--- config.mk ---
export PLATFORM = sky130hd
export DESIGN_NAME = buffer3_flat
export DESIGN_NICKNAME = d
export VERILOG_FILES = /design/src/rtl/buffer3_if.sv /design/src/rtl/buffer3.sv /design/src/flat_wrapper.sv
export SDC_FILE = /design/constraint.sdc
export NUM_CORES = 1
export LEC_CHECK = 0
export BUFFER_PORTS_ARGS = -buffer_cell sky130_fd_sc_hd__buf_2
export CORE_MARGIN = 5
export CORE_UTILIZATION = 55
export CTS_CLUSTER_SIZE = 8
export DETAILED_ROUTE_END_ITERATION = 8
export PLACE_DENSITY_LB_ADDON = 0.08
export SYNTH_ARGS = -nofsm -noshare
export SYNTH_HDL_FRONTEND = slang
export SYNTH_SLANG_ARGS = --single-unit
--- constraint.sdc ---
create_clock -name clk -period 2.6 [get_ports clk]
set_input_delay 0.13 -clock clk [delete_from_list [all_inputs] [get_ports clk]]
set_output_delay 0.13 -clock clk [all_outputs]
set_load 0.01 [all_outputs]
--- src/rtl/buffer3_if.sv ---
// EX/MEM handshake bundle: EX-side inputs with in_valid/in_ready,
// MEM-side outputs with out_valid/out_ready.
interface buffer3_if #(
    parameter int DW = 32,
    parameter int RW = 5
);
    logic          in_valid;
    logic          in_ready;
    logic [DW-1:0] alu_res;
    logic [DW-1:0] dr2;
    logic [DW-1:0] cuatro;
    logic [DW-1:0] sign;
    logic          zero;
    logic [RW-1:0] AW;
    logic          regwrite;
    logic          memtoreg;
    logic          er;
    logic          ew;
    logic          branch;

    logic          out_valid;
    logic          out_ready;
    logic [DW-1:0] alu_out;
    logic [DW-1:0] dr2_out;
    logic [DW-1:0] target_out;
    logic [RW-1:0] out_AW;
    logic          out_regwrite;
    logic          out_memtoreg;
    logic          er_out;
    logic          ew_out;
    logic          out_pcsrc;

    modport master (
        output in_valid, alu_res, dr2, cuatro, sign, zero, AW,
        output regwrite, memtoreg, er, ew, branch, out_ready,
        input  in_ready, out_valid, alu_out, dr2_out, target_out,
        input  out_AW, out_regwrite, out_memtoreg, er_out, ew_out,
        input  out_pcsrc
    );

    modport slave (
        input  in_valid, alu_res, dr2, cuatro, sign, zero, AW,
        input  regwrite, memtoreg, er, ew, branch, out_ready,
        output in_ready, out_valid, alu_out, dr2_out, target_out,
        output out_AW, out_regwrite, out_memtoreg, er_out, ew_out,
        output out_pcsrc
    );
endinterface

--- src/rtl/buffer3.sv ---
// EX/MEM pipeline register with 2-entry skid buffer and sync flush.
// Optional BUFFER3_PERF_EN adds a saturating 16-bit stall_cnt output.
module buffer3 #(
    parameter int DW = 32,
    parameter int RW = 5
) (
    input  logic        clk,
    input  logic        rst_n,
    input  logic        flush,
`ifdef BUFFER3_PERF_EN
    output logic [15:0] stall_cnt,
`endif
    buffer3_if.slave    bus
);
    typedef struct packed {
        logic [DW-1:0] alu;
        logic [DW-1:0] dr2;
        logic [DW-1:0] tgt;
        logic [RW-1:0] aw;
        logic          rw;
        logic          m2r;
        logic          er;
        logic          ew;
        logic          pcsrc;
    } ent_t;

    ent_t main_q;
    ent_t skid_q;
    ent_t in_ent;
    logic main_v;
    logic skid_v;
    logic accept;
    logic drain;

    always_comb begin
        in_ent       = '0;
        in_ent.alu   = bus.alu_res;
        in_ent.dr2   = bus.dr2;
        in_ent.tgt   = bus.cuatro + (bus.sign << 2);
        in_ent.aw    = bus.AW;
        in_ent.rw    = bus.regwrite;
        in_ent.m2r   = bus.memtoreg;
        in_ent.er    = bus.er;
        in_ent.ew    = bus.ew;
        in_ent.pcsrc = bus.branch & bus.zero;
    end

    // in_ready depends only on skid_v, so MEM stalls never reach EX combinationally
    assign accept = bus.in_valid & ~skid_v;
    assign drain  = main_v & bus.out_ready;

    always_ff @(posedge clk or negedge rst_n) begin
        if (!rst_n) begin
            main_v <= 1'b0;
            skid_v <= 1'b0;
            main_q <= '0;
            skid_q <= '0;
        end else if (flush) begin
            main_v <= 1'b0;
            skid_v <= 1'b0;
        end else if (!main_v) begin
            if (accept) begin
                main_q <= in_ent;
                main_v <= 1'b1;
            end
        end else if (drain) begin
            if (skid_v) begin
                main_q <= skid_q;
                skid_v <= 1'b0;
            end else if (accept) begin
                main_q <= in_ent;
            end else begin
                main_v <= 1'b0;
            end
        end else if (accept) begin
            skid_q <= in_ent;
            skid_v <= 1'b1;
        end
    end

    assign bus.in_ready     = ~skid_v;
    assign bus.out_valid    = main_v;
    assign bus.alu_out      = main_q.alu;
    assign bus.dr2_out      = main_q.dr2;
    assign bus.target_out   = main_q.tgt;
    assign bus.out_AW       = main_q.aw;
    assign bus.out_memtoreg = main_q.m2r;
    assign bus.out_regwrite = main_q.rw & main_v;
    assign bus.er_out       = main_q.er & main_v;
    assign bus.ew_out       = main_q.ew & main_v;
    assign bus.out_pcsrc    = main_q.pcsrc & main_v;

`ifdef BUFFER3_PERF_EN
    always_ff @(posedge clk or negedge rst_n) begin
        if (!rst_n) begin
            stall_cnt <= 16'd0;
        end else if (main_v && !bus.out_ready && stall_cnt != 16'hFFFF) begin
            stall_cnt <= stall_cnt + 16'd1;
        end
    end
`endif

endmodule

--- src/flat_wrapper.sv ---
// flat-port wrapper written by rule: the top's interface ports become plain ports
module buffer3_flat 
#(
    parameter int DW = 32,
    parameter int RW = 5
)
  (clk, rst_n, flush, bus_in_valid, bus_alu_res, bus_dr2, bus_cuatro, bus_sign, bus_zero, bus_AW, bus_regwrite, bus_memtoreg, bus_er, bus_ew, bus_branch, bus_out_ready, bus_in_ready, bus_out_valid, bus_alu_out, bus_dr2_out, bus_target_out, bus_out_AW, bus_out_regwrite, bus_out_memtoreg, bus_er_out, bus_ew_out, bus_out_pcsrc);
  buffer3_if #(.DW(DW), .RW(RW)) bus_i ();
  input  logic clk;
  input  logic rst_n;
  input  logic flush;
  input wire logic [$bits(bus_i.in_valid)-1:0] bus_in_valid;
  input wire logic [$bits(bus_i.alu_res)-1:0] bus_alu_res;
  input wire logic [$bits(bus_i.dr2)-1:0] bus_dr2;
  input wire logic [$bits(bus_i.cuatro)-1:0] bus_cuatro;
  input wire logic [$bits(bus_i.sign)-1:0] bus_sign;
  input wire logic [$bits(bus_i.zero)-1:0] bus_zero;
  input wire logic [$bits(bus_i.AW)-1:0] bus_AW;
  input wire logic [$bits(bus_i.regwrite)-1:0] bus_regwrite;
  input wire logic [$bits(bus_i.memtoreg)-1:0] bus_memtoreg;
  input wire logic [$bits(bus_i.er)-1:0] bus_er;
  input wire logic [$bits(bus_i.ew)-1:0] bus_ew;
  input wire logic [$bits(bus_i.branch)-1:0] bus_branch;
  input wire logic [$bits(bus_i.out_ready)-1:0] bus_out_ready;
  output wire logic [$bits(bus_i.in_ready)-1:0] bus_in_ready;
  output wire logic [$bits(bus_i.out_valid)-1:0] bus_out_valid;
  output wire logic [$bits(bus_i.alu_out)-1:0] bus_alu_out;
  output wire logic [$bits(bus_i.dr2_out)-1:0] bus_dr2_out;
  output wire logic [$bits(bus_i.target_out)-1:0] bus_target_out;
  output wire logic [$bits(bus_i.out_AW)-1:0] bus_out_AW;
  output wire logic [$bits(bus_i.out_regwrite)-1:0] bus_out_regwrite;
  output wire logic [$bits(bus_i.out_memtoreg)-1:0] bus_out_memtoreg;
  output wire logic [$bits(bus_i.er_out)-1:0] bus_er_out;
  output wire logic [$bits(bus_i.ew_out)-1:0] bus_ew_out;
  output wire logic [$bits(bus_i.out_pcsrc)-1:0] bus_out_pcsrc;
  assign bus_i.in_valid = bus_in_valid;
  assign bus_i.alu_res = bus_alu_res;
  assign bus_i.dr2 = bus_dr2;
  assign bus_i.cuatro = bus_cuatro;
  assign bus_i.sign = bus_sign;
  assign bus_i.zero = bus_zero;
  assign bus_i.AW = bus_AW;
  assign bus_i.regwrite = bus_regwrite;
  assign bus_i.memtoreg = bus_memtoreg;
  assign bus_i.er = bus_er;
  assign bus_i.ew = bus_ew;
  assign bus_i.branch = bus_branch;
  assign bus_i.out_ready = bus_out_ready;
  assign bus_in_ready = bus_i.in_ready;
  assign bus_out_valid = bus_i.out_valid;
  assign bus_alu_out = bus_i.alu_out;
  assign bus_dr2_out = bus_i.dr2_out;
  assign bus_target_out = bus_i.target_out;
  assign bus_out_AW = bus_i.out_AW;
  assign bus_out_regwrite = bus_i.out_regwrite;
  assign bus_out_memtoreg = bus_i.out_memtoreg;
  assign bus_er_out = bus_i.er_out;
  assign bus_ew_out = bus_i.ew_out;
  assign bus_out_pcsrc = bus_i.out_pcsrc;
  buffer3 #(.DW(DW), .RW(RW)) u_core (.clk(clk), .rst_n(rst_n), .flush(flush), .bus(bus_i));
endmodule
==> impl_summary.log, run 1 <==
[metrics] HPWL after DPL: approximately 19 mm
[metrics] number of rows created at floorplan: between 50 and 60
[metrics] unrepaired setup endpoints after global routing: false
[metrics] Period minus WS final: roughly 2200 ps
[metrics] post-synthesis sequential area ratio: 0.487
[metrics] Worst setup SP type: register
[metrics] TritonRoute pass-1 iters: 5
[metrics] Clock Latency Late Sink: about 530 ps
[metrics] number of nets with antenna violations after routing: 0
[metrics] remaining max-slew budget at the tightest pin: 0.338
[metrics] CP peak stage delay: ~530 ps
[metrics] maximum count of clock buffers along a single path: 3
[metrics] TritonCTS buffer count: 30
[metrics] Pins Over Slew Limit: 0
[metrics] highest-count cells in the layout ignoring fill and taps: sky130_fd_sc_hd__nand2_1 (295), sky130_fd_sc_hd__buf_2 (248), sky130_fd_sc_hd__dfrtp_1 (214), sky130_fd_sc_hd__a21oi_1 (148), sky130_fd_sc_hd__nor2_1 (109)
[metrics] largest net degree at the start of global routing: 86
[metrics] Post-Synthesis Cells: between 1k and 1.5k
[metrics] routability congestion estimate from global placement: slightly above 0.9
[metrics] maximum fanout along the worst path: 41
[metrics] area of the multi-input gates: between 4000 and 5000 um^2
[metrics] leading post-synthesis cells by cell area: sky130_fd_sc_hd__dfrtp_1 (49%), sky130_fd_sc_hd__nand2_1 (10%), sky130_fd_sc_hd__buf_4 (7.0%), sky130_fd_sc_hd__a21oi_1 (6.8%), sky130_fd_sc_hd__o22ai_1 (6.0%)
[metrics] combined area of all synthesized cells: around 11,000 um^2
[metrics] Avg Synthesized Cell Area: between 8 and 9 um^2
[metrics] total routing usage reported by global routing: 0.256
[metrics] Resized Gates After CTS: 0
[metrics] Post-Synthesis Net Count: between 1k and 1.5k
[metrics] hold crit path type: input pin to register
[metrics] top_reg_cell synth: sky130_fd_sc_hd__dfrtp_1
[metrics] peak ir drop on the vdd network: ~0.60 mV
[metrics] WP buf/inv: 1
[metrics] most common cell after layout, fill and taps aside: sky130_fd_sc_hd__nand2_1
[metrics] vertical extent of the die: 151 um
[metrics] TritonCTS clock tree: yes
[metrics] category of the most critical setup path: register to register
[metrics] Boundary Pins: 252
[metrics] DR iter-0 viols: approximately 520
[metrics] area of all sequential standard cells: between 5000 and 6000 um^2
[metrics] worst slack at placement: -51.6 ps
[metrics] Worst Clk Skew: ~18 ps
[metrics] Hold Slack: roughly 62 ps
[metrics] number of buffers added for setup after CTS: 0
[metrics] kind of cell adding the most delay to the critical path: simple AND/OR/NAND/NOR gates
[metrics] layout cell share with drive strength beyond 1: 0.219
[metrics] count of filler cells inserted in the layout: about 1.6k
[metrics] Routed Wire Length: between 20 and 30 mm
[metrics] Critical Path End Type: register
[metrics] pin slew with the least headroom to its limit: just under 1000 ps
[metrics] initial cell density of the core: 0.561
[metrics] total via count after detailed routing: approximately 9.6k
[metrics] synthesis warning total: 0
[metrics] cell-by-cell listing of the critical path: a21oi_4 -> buf_4 -> nand3_1 -> or2_2 -> mux2i_1 -> nor3_1
[metrics] worst path arrival time: between 2000 and 3000 ps
[metrics] slowest cell on the critical path: sky130_fd_sc_hd__dfrtp_1
[metrics] number of distinct library cells after synthesis: 60
[metrics] CTS Root Cell: sky130_fd_sc_hd__clkbuf_16
[metrics] via count of the first global-routing pass: just under 10k
[metrics] mean routed wirelength per cell: 17.0 um
[metrics] final setup slack of the worst path: approximately 450 ps
[metrics] overflow left after global routing: 0
[metrics] number of buffers inserted by port buffering: approximately 250
[metrics] achievable clock frequency: roughly 460 MHz
[metrics] Die Footprint: 22,900 um^2
[metrics] maximum level of the CTS H-tree: 1
[metrics] residual DRC count: 0
[metrics] ratio of routed vias to standard cells: ~5.5
[metrics] crit share post-route: 0.829
[metrics] leading area contributor after synthesis: sky130_fd_sc_hd__dfrtp_1
[metrics] Post-synth ARST share: 1.00
[metrics] result of the run: finished, final reports clean
[metrics] number of failing setup endpoints in the final timing report: 0
[metrics] total power density per cell area: 776 nW/um^2
[metrics] leakage power: ~0.0064 uW
[metrics] number of enable flip-flop cells after synthesis: 0
[metrics] antenna violations before repair: 2
[metrics] area inside the core boundary: ~20,000 um^2
[metrics] register bit count reported by yosys: approximately 210
[metrics] clock net sink count: between 200 and 250
[metrics] total of max-cap violations: 0
[metrics] die outline width: about 150 um
[metrics] data required time at the worst endpoint: ~3000 ps
[metrics] nets: roughly 1.6k
[metrics] area share of the largest cell type after synthesis: 0.487
[metrics] global-route wire length before repair: approximately 48 mm
[metrics] Area growth syn-to-layout: 21.3%
[metrics] final hold vios: 0
[metrics] Clock Pin Slew Worst Setup and Hold Paths: roughly 60 ps
-- cells in the mapped netlist, types with 4 or more instances --
master / n
sky130_fd_sc_hd__nor2_1: 109
sky130_fd_sc_hd__inv_1: 14
sky130_fd_sc_hd__buf_1: 9
sky130_fd_sc_hd__dfrtp_1: 214
sky130_fd_sc_hd__and2_1: 6
sky130_fd_sc_hd__xor2_1: 10
sky130_fd_sc_hd__ha_1: 29
sky130_fd_sc_hd__nor4_1: 4
sky130_fd_sc_hd__nand2_1: 297
sky130_fd_sc_hd__o22ai_1: 106
sky130_fd_sc_hd__a31oi_1: 6
sky130_fd_sc_hd__buf_2: 5
sky130_fd_sc_hd__nor3_1: 5
sky130_fd_sc_hd__nand4_1: 6
sky130_fd_sc_hd__buf_4: 103
sky130_fd_sc_hd__nand3_1: 9
sky130_fd_sc_hd__a211oi_1: 7
sky130_fd_sc_hd__o21ai_0: 37
sky130_fd_sc_hd__o21bai_1: 6
sky130_fd_sc_hd__xnor2_1: 16
sky130_fd_sc_hd__clkbuf_1: 53
sky130_fd_sc_hd__o211ai_1: 10
sky130_fd_sc_hd__a21oi_1: 149
-- tightest hold or removal path, stage by stage --
cell and delay (ps):
sky130_fd_sc_hd__buf_2 70, sky130_fd_sc_hd__and2_0 190, sky130_fd_sc_hd__mux2_2 170
-- state kept, by name (all words and copies together), names as in the netlist --
name,flops
u_core.skid_q,106
u_core.bus.alu_out,32
u_core.bus.dr2_out,32
u_core.bus.target_out,32
u_core.bus.out_AW,5
u_core.main_q,4
u_core.bus.out_memtoreg,1
u_core.bus.out_valid,1
u_core.skid_v,1
-- timing repair --
item	in CTS	in global routing
hold buffers	80	0
setup endpoints to repair	0	0
hold endpoints to repair	233	0
-- routing by layer --
metal | part of all wire | vias up | global-route usage | wire [um]
li1 | - | 4634 | - | -
met1 | 0.43 | 4558 | 0.353 | 12600
met2 | 0.48 | 344 | 0.419 | 14100
met5 | 0.00024 | - | 0 | 7
met4 | 0.019 | 2 | 0.0644 | 570
met3 | 0.073 | 43 | 0.0476 | 2140
-- per-stage QoR --
stage | utilization | setup TNS [ps] | std cells | power, uW | area (um^2)
after global routing | 0.680 | 0 | 1736 | 11000 | 13300
after global placement | 0.599 | 0 | 1623 | 6860 | 11700
after floorplan | - | 0 | 1263 | 6420 | 11000
after detailed placement | 0.599 | -58.3 | 1623 | 6930 | 11700
after CTS | 0.680 | 0 | 1735 | 10400 | 13300
final | 0.680 | 0 | 1737 | 10300 | 13300
-- where the power goes --
group	internal, uW	switching [uW]
sequential	4130	441
clock	2030	1310
combinational	1060	1370
-- final cells by class --
| type | count | area share |
|---|---|---|
| clock inverters | 1 | 0.00122 |
| flip-flops and latches | 214 | 0.402 |
| multi-input cells | 855 | 0.337 |
| clock buffers | 31 | 0.0573 |
| inverters | 14 | 0.00394 |
| repair buffers | 355 | 0.174 |
| well taps | 265 | 0.0249 |
| diodes | 2 | 0.000375 |
-- worst paths after layout --
check | from | to | slack (ps) | depth (start not counted)
min in group asynchronous | rst_n | u_core.bus.dr2_out[12] | 180 | 2
max in group asynchronous | rst_n | u_core.bus.target_out[13] | 1600 | 3
worst min-delay path | bus_zero | u_core.skid_q[0] | 60 | 3
worst max-delay path | u_core.bus.out_valid | u_core.bus.target_out[26] | 450 | 6
worst max register to register | u_core.bus.out_valid | u_core.bus.target_out[26] | 450 | 6
worst min register to register | u_core.skid_q[84] | u_core.skid_q[84] | 470 | 2
-- logic make-up after synthesis --
| family | count (synthesis) | synth area share |
|---|---|---|
| and+or+nand+nor | 457 | 0.169 |
| xor gates and xnor gates | 26 | 0.0207 |
| muxes | 2 | 0.00194 |
| buffers and inverters | 194 | 0.108 |
| AOI/OAI and AO/OA | 340 | 0.178 |
| adders and majority gates | 30 | 0.0348 |
| DFF | 214 | 0.487 |
Note: power is estimated with default switching activity, not from simulation.
==> run 2: changes to the inputs <==
- clock period: 2.6 -> 2.1 ns (I/O delays scaled with it)
==> impl_summary.log, run 2 (synthesized netlist as in run 1, its figures left out) <==
[metrics] result of the run: finished, final reports clean
[metrics] Pins Over Slew Limit: 0
[metrics] HPWL after DPL: around 20 mm
[metrics] initial cell density of the core: 0.561
[metrics] Boundary Pins: 252
[metrics] utilization after layout: 0.710
[metrics] Hold Slack: roughly 66 ps
[metrics] crit share post-route: 0.907
[metrics] total of max-cap violations: 0
[metrics] remaining max-slew budget at the tightest pin: 0.443
[metrics] Clock Pin Slew Worst Setup and Hold Paths: roughly 50 ps
[metrics] DR iter-0 viols: 651
[metrics] die outline width: approximately 150 um
[metrics] ratio of routed vias to standard cells: approximately 5.5
[metrics] leakage power: 0.00671 uW
[metrics] total via count after detailed routing: between 9k and 10k
[metrics] number of flip-flops under the largest register name: roughly 110
[metrics] mean routed wirelength per cell: between 15 and 20 um
[metrics] Area growth syn-to-layout: 26.7%
[metrics] number of buffers inserted by port buffering: 249
[metrics] CTS Root Cell: sky130_fd_sc_hd__clkbuf_16
[metrics] maximum level of the CTS H-tree: 1
[metrics] Period minus WS final: 1900 ps
[metrics] number of nets with antenna violations after routing: 0
[metrics] data required time at the worst endpoint: 2530 ps
[metrics] layout cell share with drive strength beyond 1: 0.254
[metrics] worst reg2reg endpoint: u_core.bus.target_out[0]
[metrics] routability congestion estimate from global placement: 0.898
[metrics] number of rows created at floorplan: just over 50
[metrics] number of failing setup endpoints in the final timing report: 0
[metrics] Worst Clk Skew: ~19 ps
[metrics] TritonCTS buffer count: 30
[metrics] number of antenna cells inserted: 0
[metrics] Most flops, register: u_core.skid_q
[metrics] residual DRC count: 0
[metrics] area inside the core boundary: 19,600 um^2
[metrics] achievable clock frequency: 525 MHz
[metrics] antenna violations before repair: 0
[metrics] Setup crit end: u_core.bus.target_out[0]
[metrics] startpoint of the most critical register-to-register path: u_core.skid_v
[metrics] category of the most critical setup path: register to register
[metrics] pin slew with the least headroom to its limit: ~840 ps
[metrics] total power density per cell area: ~940 nW/um^2
[metrics] highest-count cells in the layout ignoring fill and taps: sky130_fd_sc_hd__nand2_1 (295), sky130_fd_sc_hd__buf_2 (248), sky130_fd_sc_hd__dfrtp_1 (214), sky130_fd_sc_hd__a21oi_1 (147), sky130_fd_sc_hd__nor2_1 (109)
[metrics] accumulated negative setup slack: 0 ps
[metrics] overflow left after global routing: 0
[metrics] via count of the first global-routing pass: approximately 10k
[metrics] total routing usage reported by global routing: 0.264
[metrics] worst slack at placement: -331 ps
[metrics] final setup slack of the worst path: between 150 and 200 ps
[metrics] largest net degree at the start of global routing: between 80 and 90
[metrics] setup slack of the worst register-to-register path: 200 ps
[metrics] cell-by-cell listing of the critical path: inv_1 -> nand2_4 -> buf_4 -> o22ai_1 -> a21oi_1
[metrics] Die Footprint: 22,900 um^2
[metrics] TritonRoute pass-1 iters: 5
[metrics] maximum count of clock buffers along a single path: 3
[metrics] clock net sink count: around 210
[metrics] Routed Wire Length: between 30 and 40 mm
[metrics] unrepaired setup endpoints after global routing: false
[metrics] hold crit path type: input pin to register
[metrics] CP peak stage delay: approximately 630 ps
[metrics] count of filler cells inserted in the layout: roughly 1.6k
[metrics] vertical extent of the die: between 150 and 200 um
[metrics] Clock Latency Late Sink: 530 ps
[metrics] nets: about 1.7k
[metrics] start point of the critical path: u_core.skid_v
[metrics] area of all sequential standard cells: 5360 um^2
[metrics] Worst setup SP type: register
[metrics] slowest cell on the critical path: sky130_fd_sc_hd__buf_4
[metrics] final hold vios: 0
[metrics] most common cell after layout, fill and taps aside: sky130_fd_sc_hd__nand2_1
[metrics] worst reg-to-reg path cell count: 5
[metrics] peak ir drop on the vdd network: between 0.6 and 0.7 mV
[metrics] global-route wire length before repair: between 40 and 50 mm
[metrics] maximum fanout along the worst path: 67
[metrics] Critical Path End Type: register
[metrics] TritonCTS clock tree: yes
[metrics] worst path arrival time: ~2300 ps
[metrics] area of the multi-input gates: approximately 4500 um^2
run 2: changes by cell type in the layout (fill, tap and decap cells not counted), sizes merged:
cell	before	now
buf	275	339
diode	2	0
dlygate4sd3	80	82
run 2: final cells by class:
type,instances,area share
clock buffer,31,0.0549
clock inverter,1,0.00117
inverter,14,0.00378
multi-input combinational,855,0.325
sequential,214,0.385
tap,265,0.0238
timing repair buffer,421,0.207
run 2: worst min-delay path by stage:
stage | from | to | slack, ps | cells past startpoint
6_report | bus_cuatro[3] | u_core.skid_q[13] | 70 | 4
5_1_grt | bus_cuatro[3] | u_core.skid_q[13] | 100 | 4
4_1_cts | bus_cuatro[3] | u_core.skid_q[13] | 50 | 4
3_5_place_dp | rst_n | u_core.skid_q[65] | 50 | 1
3_3_place_gp | rst_n | u_core.bus.dr2_out[24] | 50 | 1
2_1_floorplan | rst_n | u_core.bus.alu_out[0] | -190 | 0
run 2: layer usage:
| layer | GRT usage | share of wire |
|---|---|---|
| met1 | 0.356 | 0.42 |
| met2 | 0.449 | 0.49 |
| met3 | 0.0425 | 0.072 |
| met4 | 0.0657 | 0.017 |
| met5 | 0 | 0 |
run 2: report_power, final:
| group | switching (uW) | total, uW | internal, uW |
|---|---|---|---|
| logic | 1750 | 3190 | 1450 |
| clock network | 1620 | 4140 | 2520 |
| registers | 565 | 5680 | 5120 |
run 2: through the flow:
step | instances | cell area (um^2) | power, uW
CTS | 1801 | 13900 | 13100
finish | 1801 | 13900 | 13000
global route | 1801 | 13900 | 13800
global placement | 1687 | 12300 | 8670
detailed placement | 1687 | 12300 | 8780
floorplan | 1263 | 11000 | 7950
run 2: timing repair:
action                                  CTS  global route
endpoints found under the hold margin   368             0
hold buffers                             82             0
gates resized for setup                   0             0
setup buffers                             0             0
endpoints found under the setup margin    0             0
run 2: critical path: cells and delay by family (launching register included):
| kind | cells | cell delay, ps |
|---|---|---|
| compound gates | 2 | 380 |
| flops | 1 | 450 |
| simple gates | 1 | 120 |
| buf+inv | 2 | 770 |
==> run 3: changes to the inputs <==
- PLACE_DENSITY: not set -> 0.79
- PLACE_DENSITY_LB_ADDON: 0.08 -> not set
==> impl_summary.log, run 3 (synthesized netlist as in run 1, its figures left out) <==
[metrics] antenna violations before repair: 0
[metrics] total via count after detailed routing: approximately 10k
[metrics] nets: around 1.7k
[metrics] largest net degree at the start of global routing: between 80 and 90
[metrics] number of flip-flops under the largest register name: around 110
[metrics] worst reg-to-reg path cell count: 5
[metrics] TritonRoute pass-1 iters: 7
[metrics] initial cell density of the core: 0.561
[metrics] Boundary Pins: 252
[metrics] clock net sink count: about 210
[metrics] leakage power: 0.00669 uW
[metrics] remaining max-slew budget at the tightest pin: 0.548
[metrics] total of max-cap violations: 0
[metrics] number of nets with antenna violations after routing: 0
[metrics] ratio of routed vias to standard cells: roughly 5.7
[metrics] most common cell after layout, fill and taps aside: sky130_fd_sc_hd__nand2_1
[metrics] count of filler cells inserted in the layout: 1,420
[metrics] peak ir drop on the vdd network: roughly 0.73 mV
[metrics] DR iter-0 viols: 838
[metrics] vertical extent of the die: 151 um
[metrics] placed cells: between 1.5k and 2k
[metrics] global-route wire length before repair: ~50 mm
[metrics] crit share post-route: 0.928
[metrics] worst path arrival time: approximately 2400 ps
[metrics] routability congestion estimate from global placement: 0.934
[metrics] Clock Pin Slew Worst Setup and Hold Paths: roughly 50 ps
[metrics] accumulated negative setup slack: 0 ps
[metrics] maximum count of clock buffers along a single path: 3
[metrics] Critical Path End Type: register
[metrics] die outline width: 151 um
[metrics] maximum level of the CTS H-tree: 1
[metrics] number of rows created at floorplan: 51
[metrics] TritonCTS buffer count: 30
[metrics] mean routed wirelength per cell: between 15 and 20 um
[metrics] Period minus WS final: 1950 ps
[metrics] result of the run: finished, final reports clean
[metrics] Pins Over Slew Limit: 0
[metrics] TritonCTS clock tree: yes
[metrics] maximum fanout along the worst path: 7
[metrics] pin slew with the least headroom to its limit: 679 ps
[metrics] Most flops, register: u_core.skid_q
[metrics] overflow left after global routing: 0
[metrics] Routed Wire Length: around 31 mm
[metrics] standard cell area after detailed placement: about 12,000 um^2
[metrics] Die Footprint: ~23,000 um^2
[metrics] Layout Cells excl Fill: between 1.5k and 2k
[metrics] achievable clock frequency: ~510 MHz
[metrics] total power density per cell area: 944 nW/um^2
[metrics] highest-count cells in the layout ignoring fill and taps: sky130_fd_sc_hd__nand2_1 (295), sky130_fd_sc_hd__buf_2 (248), sky130_fd_sc_hd__dfrtp_1 (214), sky130_fd_sc_hd__a21oi_1 (147), sky130_fd_sc_hd__nor2_1 (109)
[metrics] layout cell share with drive strength beyond 1: 0.251
[metrics] number of failing setup endpoints in the final timing report: 0
[metrics] area inside the core boundary: 19,600 um^2
[metrics] worst hold path cell count: 4
[metrics] total routing usage reported by global routing: 0.269
[metrics] unrepaired setup endpoints after global routing: false
[metrics] final hold vios: 0
[metrics] hold crit path type: input pin to register
[metrics] category of the most critical setup path: input pin to register
[metrics] final standard cell area without fillers: around 14,000 um^2
[metrics] HPWL after DPL: around 20 mm
[metrics] residual DRC count: 0
[metrics] Area growth syn-to-layout: 26.2%
[metrics] Worst setup SP type: input pin
[metrics] CTS Root Cell: sky130_fd_sc_hd__clkbuf_16
[metrics] number of buffers inserted by port buffering: roughly 250
[metrics] Clock Latency Late Sink: between 500 and 600 ps
[metrics] data required time at the worst endpoint: roughly 2500 ps
[metrics] Worst Clk Skew: 14.0 ps
[metrics] via count of the first global-routing pass: a little over 10k
run 3: cell count changes in the layout (fill, tap and decap cells not counted), sizes merged:
cell,delta
buf,-5
diode,+1
run 3: worst max-delay path, stage by stage:
cell,delay (ps)
sky130_fd_sc_hd__buf_2,110
sky130_fd_sc_hd__ha_4,160
sky130_fd_sc_hd__fa_2,340
sky130_fd_sc_hd__a21oi_2,190
sky130_fd_sc_hd__o211ai_1,170
sky130_fd_sc_hd__or4b_4,260
sky130_fd_sc_hd__a21oi_4,60
sky130_fd_sc_hd__o41a_1,500
sky130_fd_sc_hd__buf_4,190
sky130_fd_sc_hd__nor4_1,200
sky130_fd_sc_hd__nor4_1,70
run 3: path summary, 6_finish.rpt:
check                                     start                        end  slack, ps
max                                 bus_sign[0]  u_core.bus.target_out[28]        150
min                               bus_cuatro[3]          u_core.skid_q[13]         40
max reg2reg                u_core.bus.out_valid          u_core.skid_q[60]        170
min reg2reg                   u_core.skid_q[47]          u_core.skid_q[47]        470
max in group asynchronous                 rst_n      u_core.bus.alu_out[7]       1240
min in group asynchronous                 rst_n      u_core.bus.dr2_out[2]        160
run 3: repair_timing:
action / in CTS / in global routing
buffers inserted: 0 / 0
hold endpoints to repair: 232 / 0
hold buffers: 82 / 0
gates resized for setup: 0 / 0
run 3: per-layer routing:
layer	routed length, um	global-route usage
met1	12200	0.345
met2	15200	0.441
met3	2570	0.0509
met4	1450	0.126
met5	0	0
run 3: cell type report:
| class | instances | area (um^2) | area share |
|---|---|---|---|
| clock buffer | 31 | 764 | 0.0551 |
| sequential | 214 | 5360 | 0.386 |
| timing repair buffer | 416 | 2820 | 0.203 |
| inverter | 14 | 52.6 | 0.00379 |
| multi-input combinational | 855 | 4520 | 0.326 |
| clock inverter | 1 | 30.0 | 0.00216 |
| tap | 265 | 332 | 0.0239 |
| antenna | 1 | 2.50 | 0.000180 |
run 3: power by group:
part           switching (uW)  internal (uW)
logic                    1780           1430
registers                 574           5120
clock network            1660           2530
run 3: per-stage QoR:
step / hold WS [ps] / util / power (uW) / setup WS (ps)
2_1_floorplan: -191 / - / 7950 / -25.3
3_3_place_gp: 153 / 0.626 / 8610 / -302
3_5_place_dp: 161 / 0.626 / 8760 / -346
4_1_cts: 22.2 / 0.708 / 13100 / 181
5_1_grt: 69.3 / 0.708 / 13800 / 61.0
6_report: 40.7 / 0.708 / 13100 / 151
